## config.mk

```make
export PLATFORM = sky130hd
export DESIGN_NAME = paddle_ai_flat
export DESIGN_NICKNAME = d
export VERILOG_FILES = /design/src/rtl/pong_pkg.sv /design/src/rtl/paddle_ai_if.sv /design/src/rtl/paddle_ai_lfsr.sv /design/src/rtl/paddle_ai.sv /design/src/flat_wrapper.sv
export SDC_FILE = /design/constraint.sdc
export NUM_CORES = 1
export LEC_CHECK = 0
export CORE_UTILIZATION = 50
export DETAILED_ROUTE_END_ITERATION = 7
export PLACE_DENSITY = 0.9
export RECOVER_POWER = 25
export SETUP_SLACK_MARGIN = 0.15
export SLEW_MARGIN = 20
export SYNTH_ARGS = -nofsm -noshare
export SYNTH_HDL_FRONTEND = slang
export SYNTH_SLANG_ARGS = --single-unit
```

## constraint.sdc

```tcl
create_clock -name clk -period 2.9 [get_ports clk]
set_input_delay 0.58 -clock clk [delete_from_list [all_inputs] [get_ports clk]]
set_output_delay 0.58 -clock clk [all_outputs]
set_load 0.01 [all_outputs]
```

## src/rtl/pong_pkg.sv

```systemverilog
// Shared definitions for the Pong datapath.
//   DY_*        : encodings of the 2-bit paddle command bus (bit0 = up/+y,
//                 bit1 = down/-y; 2'b11 is never produced).
//   ai_state_t  : states of the computer opponent FSM in paddle_ai.
package pong_pkg;

  localparam logic [1:0] DY_NONE = 2'b00;
  localparam logic [1:0] DY_UP   = 2'b01;
  localparam logic [1:0] DY_DOWN = 2'b10;

  typedef enum logic [1:0] {
    IDLE     = 2'd0,
    REACT    = 2'd1,
    TRACK    = 2'd2,
    RECENTER = 2'd3
  } ai_state_t;

endpackage

```

## src/rtl/paddle_ai_if.sv

```systemverilog
// Signal bundle between the Pong datapath and the paddle_ai opponent.
//   pause, side, frame_tick, ball_x, ball_y, ball_dir_x, paddle_y : to the AI
//   dy    : registered up/down command back to the paddle block
//   state : current FSM state, exported for observation
// Handshake: there is no valid/ready pair. frame_tick is a one-cycle strobe
// and is the only qualifier; the AI samples every input on the tick cycle and
// dy is a level that holds between ticks (the consumer may read it anytime).
interface paddle_ai_if #(
  parameter int BIT_WIDTH = 10
);
  import pong_pkg::*;

  logic                 pause;
  logic                 side;
  logic                 frame_tick;
  logic [BIT_WIDTH-1:0] ball_x;
  logic [BIT_WIDTH-1:0] ball_y;
  logic                 ball_dir_x;
  logic [BIT_WIDTH-1:0] paddle_y;
  logic [1:0]           dy;
  ai_state_t            state;

  modport slave (
    input  pause, side, frame_tick, ball_x, ball_y, ball_dir_x, paddle_y,
    output dy, state
  );

  modport master (
    output pause, side, frame_tick, ball_x, ball_y, ball_dir_x, paddle_y,
    input  dy, state
  );

endinterface

```

## src/rtl/paddle_ai_lfsr.sv

```systemverilog
// 8-bit Fibonacci LFSR, polynomial x^8+x^6+x^5+x^4+1, seed 8'hA5.
// Maximal length: cycles through all 255 nonzero values.
//   clk : clock
//   rst : asynchronous active-low reset (loads the seed)
//   en  : advance one step this cycle
//   q   : current register value
module paddle_ai_lfsr (
  input  logic       clk,
  input  logic       rst,
  input  logic       en,
  output logic [7:0] q
);

  logic fb;

  // Taps 8,6,5,4 map to bits 7,5,4,3 with a left shift.
  assign fb = q[7] ^ q[5] ^ q[4] ^ q[3];

  always_ff @(posedge clk or negedge rst) begin
    if (!rst) begin
      q <= 8'hA5;
    end else if (en) begin
      q <= {q[6:0], fb};
    end
  end

endmodule

```

## src/rtl/paddle_ai.sv

```systemverilog
// paddle_ai: CPU opponent that drives the paddle dy command bus.
// Tracks the ball (deadbanded, frame-paced) after a reaction delay while the
// ball approaches this paddle's half, and re-centres the paddle otherwise.
//   clk  : system clock
//   rst  : asynchronous active-low reset
//   bus  : paddle_ai_if.slave (game inputs in, dy and FSM state out)
// Optional feature: define PADDLE_AI_JITTER_EN to add an LFSR-driven target
// offset in [-4,+3] while tracking; without it the target is exactly ball_y.
module paddle_ai
  import pong_pkg::*;
#(
  parameter int BIT_WIDTH    = 10,
  parameter int MAX_Y        = 480,
  parameter int ZONE_X       = 320,
  parameter int DEADBAND     = 4,
  parameter int REACT_FRAMES = 3
) (
  input  logic          clk,
  input  logic          rst,
  paddle_ai_if.slave    bus
);

  // Two guard bits so a jittered target near either end cannot wrap.
  localparam int EW = BIT_WIDTH + 2;
  localparam logic signed [EW-1:0]  DB_POS = EW'(DEADBAND);
  localparam logic signed [EW-1:0]  DB_NEG = -DB_POS;
  localparam logic [BIT_WIDTH-1:0]  CENTER = BIT_WIDTH'(MAX_Y / 2);
  localparam logic [BIT_WIDTH-1:0]  ZONE   = BIT_WIDTH'(ZONE_X);
  localparam logic [7:0]            RF_CNT = 8'(REACT_FRAMES);

  ai_state_t  state, state_n;
  logic [7:0] cnt, cnt_n;
  logic [1:0] dy, dy_n;

  logic             approach;
  logic [EW-1:0]    track_target;
  logic [1:0]       track_dy;
  logic [1:0]       home_dy;

  function automatic logic [1:0] steer(input logic [EW-1:0] target,
                                       input logic [BIT_WIDTH-1:0] py);
    logic signed [EW-1:0] err;
    err = $signed(target - {2'b00, py});
    if (err > DB_POS)      return DY_UP;
    else if (err < DB_NEG) return DY_DOWN;
    else                   return DY_NONE;
  endfunction

  assign approach = (!bus.side &&  bus.ball_dir_x && (bus.ball_x >= ZONE)) ||
                    ( bus.side && !bus.ball_dir_x && (bus.ball_x <  ZONE));

`ifdef PADDLE_AI_JITTER_EN
  logic [7:0] lfsr_q;

  paddle_ai_lfsr u_lfsr (
    .clk (clk),
    .rst (rst),
    .en  (bus.frame_tick && !bus.pause),
    .q   (lfsr_q)
  );

  // Offset lfsr[2:0]-4 lies in [-4,+3]; two's complement wrap is intended.
  assign track_target = {2'b00, bus.ball_y} + EW'(lfsr_q[2:0]) - EW'(4);
`else
  assign track_target = {2'b00, bus.ball_y};
`endif

  assign track_dy = steer(track_target, bus.paddle_y);
  assign home_dy  = steer({2'b00, CENTER}, bus.paddle_y);

  always_ff @(posedge clk or negedge rst) begin
    if (!rst) begin
      state <= IDLE;
      cnt   <= 8'd0;
      dy    <= DY_NONE;
    end else begin
      state <= state_n;
      cnt   <= cnt_n;
      dy    <= dy_n;
    end
  end

  always_comb begin
    state_n = state;
    cnt_n   = cnt;
    dy_n    = dy;
    if (bus.pause) begin
      // Pause wins over a coincident tick: output drops, everything else holds.
      dy_n = DY_NONE;
    end else if (bus.frame_tick) begin
      case (state)
        IDLE: begin
          dy_n = DY_NONE;
          if (approach) begin
            state_n = REACT;
            cnt_n   = RF_CNT;
          end
        end
        REACT: begin
          dy_n = DY_NONE;
          if (!approach)          state_n = RECENTER;
          else if (cnt == 8'd1)   state_n = TRACK;
          else                    cnt_n   = cnt - 8'd1;
        end
        TRACK: begin
          if (!approach) begin
            state_n = RECENTER;
            dy_n    = home_dy;
          end else begin
            dy_n    = track_dy;
          end
        end
        RECENTER: begin
          if (approach) begin
            state_n = REACT;
            cnt_n   = RF_CNT;
            dy_n    = DY_NONE;
          end else begin
            dy_n = home_dy;
            if (home_dy == DY_NONE) state_n = IDLE;
          end
        end
        default: state_n = IDLE;
      endcase
    end
  end

  assign bus.dy    = dy;
  assign bus.state = state;

endmodule

```

## src/flat_wrapper.sv

```systemverilog
// flat-port wrapper written by rule: the top's interface ports become plain ports
module paddle_ai_flat import pong_pkg::*;
#(
  parameter int BIT_WIDTH    = 10,
  parameter int MAX_Y        = 480,
  parameter int ZONE_X       = 320,
  parameter int DEADBAND     = 4,
  parameter int REACT_FRAMES = 3
)
  (clk, rst, bus_pause, bus_side, bus_frame_tick, bus_ball_x, bus_ball_y, bus_ball_dir_x, bus_paddle_y, bus_dy, bus_state);
  paddle_ai_if #(.BIT_WIDTH(BIT_WIDTH)) bus_i ();
  input  logic clk;
  input  logic rst;
  input wire logic [$bits(bus_i.pause)-1:0] bus_pause;
  input wire logic [$bits(bus_i.side)-1:0] bus_side;
  input wire logic [$bits(bus_i.frame_tick)-1:0] bus_frame_tick;
  input wire logic [$bits(bus_i.ball_x)-1:0] bus_ball_x;
  input wire logic [$bits(bus_i.ball_y)-1:0] bus_ball_y;
  input wire logic [$bits(bus_i.ball_dir_x)-1:0] bus_ball_dir_x;
  input wire logic [$bits(bus_i.paddle_y)-1:0] bus_paddle_y;
  output wire logic [$bits(bus_i.dy)-1:0] bus_dy;
  output wire logic [$bits(bus_i.state)-1:0] bus_state;
  assign bus_i.pause = bus_pause;
  assign bus_i.side = bus_side;
  assign bus_i.frame_tick = bus_frame_tick;
  assign bus_i.ball_x = bus_ball_x;
  assign bus_i.ball_y = bus_ball_y;
  assign bus_i.ball_dir_x = bus_ball_dir_x;
  assign bus_i.paddle_y = bus_paddle_y;
  assign bus_dy = bus_i.dy;
  assign bus_state = bus_i.state;
  paddle_ai #(.BIT_WIDTH(BIT_WIDTH), .MAX_Y(MAX_Y), .ZONE_X(ZONE_X), .DEADBAND(DEADBAND), .REACT_FRAMES(REACT_FRAMES)) u_core (.clk(clk), .rst(rst), .bus(bus_i));
endmodule
```

==> results.yml <==
min_path:
  worstHoldStart: "u_core.cnt[6]$_DFFE_PN0P_"
  hold_class: "reg -> reg"
yosys:
  ys_types: 52
  synth-seq-cells: 12
  synth-main-ff-cell: "dfrtp_1"
  syn_inst: 183
  syn_area_um2: 1449
  syn_nets: 238
  synth_edf_count: 0
  async_flop_share_pct: 100.0
  ys_seq_area_share_pct: 20.73
  ys_warn_count: 0
  synth_area_per_cell_um2: 7.917
setup_path:
  required_ps: 3100
  worst_setup_path_end_kind: "flip-flop"
  worstPathArrival_ps: 2960
  timing.rr.start: "u_core.cnt[4]$_DFFE_PN0P_"
  crit_type: "in -> reg"
  critPathLaunch: "bus_paddle_y[6]"
  cp-start-kind: "primary input"
  crit_fanout: 3
die:
  ios: 40
  die_x_um: 55.83
  dieArea_um2: 3117
  rows: 19
  die_y_um: 55.83
  coreArea_um2: 2758
  initial_core_util_pct: 52.54
clock_network:
  htreeDepth: 1
  cts_tree: "built"
  clock_sinks: 12
  clock_path_buffers: 2
  clk-insertion-delay-late_ps: 260
  clk_pin_slew_ps: 70
  cts_buffers: 3
  cts_root_buf: "clkbuf_4"
grt:
  grt_pass1_wl_um: 6810
  grt_max_degree: 13
  overflow: 0
  grt_pass1_vias: 1632
  grt_antenna_before_repair: 0
  grt_usage_pct: 26.86
timing:
  finClkSkew_ps: 1.455
  fmax_mhz: 363.2
  maxSlewViolCount: 0
  tightest_slew_ps: 546.4
  final.period_utilization_pct: 94.95
  setup_viol: 0
  holdWs_ps: 486.9
  slew_headroom_pct: 63.46
  final.min_clock_period_ps: 2753
  hold_viol: 0
  rsz0062_at_grt: "true"
placement:
  dp.cells: 272
  numPortBuffers: 33
  dp.final_hpwl_um: 3234
  gp_congestion: 0.8465
routing:
  wl_um: 4241
  first_pass_iters: 4
  num_vias: 1642
  wire_per_inst_um: 15.15
  ant_nets: 0
  drc: 0
  drtIter0Drc: 94
  via_per_inst: 5.864
pwr:
  power.total_mw: 1.202
  p_leak_nw: 0.9876
  peakVddDrop_uv: 620.6
  power_density_nw_per_um2: 554.7
outcome:
  outcome: "finished, final reports clean"
layout:
  diodes: 0
  fill_cells: 179
  final_cells: 280
  area.growth.synth_to_final_pct: 49.57
  final_util_pct: 78.58
  drive_above_1_share_pct: 20.88
  fin_nets: 305
flow_run:
  cap_violations: 0
what timing repair did:
| item | CTS | global route |
|---|---|---|
| buffers inserted | 3 | 1 |
| resized for setup | 9 | 6 |
| setup endpoints to repair | 1 | 2 |
| gates cloned | 0 | 0 |
| endpoints found under the hold margin | 0 | 0 |
| pin swaps | 4 | 7 |
| hold buffers | 0 | 0 |
power breakdown:
| group | switching [mW] | total (mW) | internal, mW | leakage (nW) |
|---|---|---|---|---|
| logic | 0.392 | 0.743 | 0.351 | 0.821 |
| clock network | 0.0518 | 0.128 | 0.0762 | 0.0210 |
| registers | 0.0905 | 0.331 | 0.241 | 0.145 |
placed cells by master (no fill, tap or decap), types with 2 or more instances in the layout:
cell	count
a21o_1	3
a21oi_1	24
a31oi_1	7
a41o_1	2
buf_4	32
clkbuf_4	3
clkdlybuf4s50_1	28
dfrtp_1	12
ha_1	14
ha_4	4
inv_1	16
inv_2	3
mux2i_1	2
nand2_1	10
nand2b_1	5
nand3_1	2
nand4_1	2
nor2_1	11
nor2b_1	4
nor3_1	5
nor4_1	4
o2111ai_1	2
o211ai_1	2
o21ai_0	6
o21ai_1	4
xnor2_1	4
xor2_1	2
flip-flops by register name, indices dropped and copies added, names as in the netlist:
register / count
u_core.cnt: 8
u_core.bus.dy: 2
u_core.bus.state: 2
Yosys cell counts, drive strengths merged (3+ instances only):
cell    number  share of area, %
a21oi       25               8.6
inv         20               5.2
ha          18                16
dfrtp       12                21
nor2        11               2.8
nand2       10               2.6
o21ai       10               3.5
a31oi        7               3.0
nand2b       5               2.2
nor3         5               1.7
nor2b        4               1.7
nor4         4               1.7
xnor2        4               2.4
a211oi       3               1.9
a21o         3               1.6
buf          3               1.3
o211ai       3               1.9
stage by stage:
| step | area, um2 | setup TNS (ps) | worst slack (ps) |
|---|---|---|---|
| after floorplan | 1484 | 0 | 150.3 |
| after global placement | 2044 | -439.8 | -385.3 |
| after detailed placement | 2044 | -537.8 | -415.0 |
| after CTS | 2118 | 0 | 160.7 |
| after global routing | 2167 | 0 | 34.29 |
| final | 2167 | 0 | 146.5 |
routing by layer:
| layer | track usage, % | wire [um] |
|---|---|---|
| met3 | 2.791 | 100 |
| met2 | 52.32 | 2337 |
| met4 | 7.666 | 68 |
| met1 | 30.63 | 1735 |
| met5 | 0 | 0 |
critical path, cell delays in order:
cell             delay, ps
clkdlybuf4s50_1        500
inv_1                   80
ha_1                   310
o21ai_1                230
a21oi_1                120
a221o_1                340
or4_4                  540
a41o_1                 210
nand3_1                 60
final cells by class:
class	instances	area, um2	area share, %
tap	31	38.79	1.790
timing repair buffer	65	573.1	26.44
multi-input combinational	147	1135	52.37
inverter	21	83.83	3.868
clock buffer	4	36.28	1.674
sequential	12	300.3	13.86
logic make-up after synthesis:
logic type / share of synthesized area (%)
multiplexers: 2.159
buffers and inverters: 6.735
flip-flops: 20.73
adder cells (fa/ha/maj): 16.93
XOR/XNOR: 3.627
AO/OA/AOI/OAI: 30.48
AND/OR/NAND/NOR: 19.34
path summary, 6_finish.rpt:
path / end / slack, ps / cells past startpoint
setup / recovery: u_core.bus.dy[1]$_DFFE_PN0P_ / 150 / 9
hold / removal: u_core.cnt[6]$_DFFE_PN0P_ / 490 / 1
setup reg to reg: u_core.bus.state[0]$_DFFE_PN0P_ / 860 / 6
hold reg to reg: u_core.cnt[6]$_DFFE_PN0P_ / 490 / 1
max in group asynchronous: u_core.cnt[5]$_DFFE_PN0P_ / 1810 / 1
min in group asynchronous: u_core.bus.dy[0]$_DFFE_PN0P_ / 740 / 1
Power figures use the tool's default switching activity.
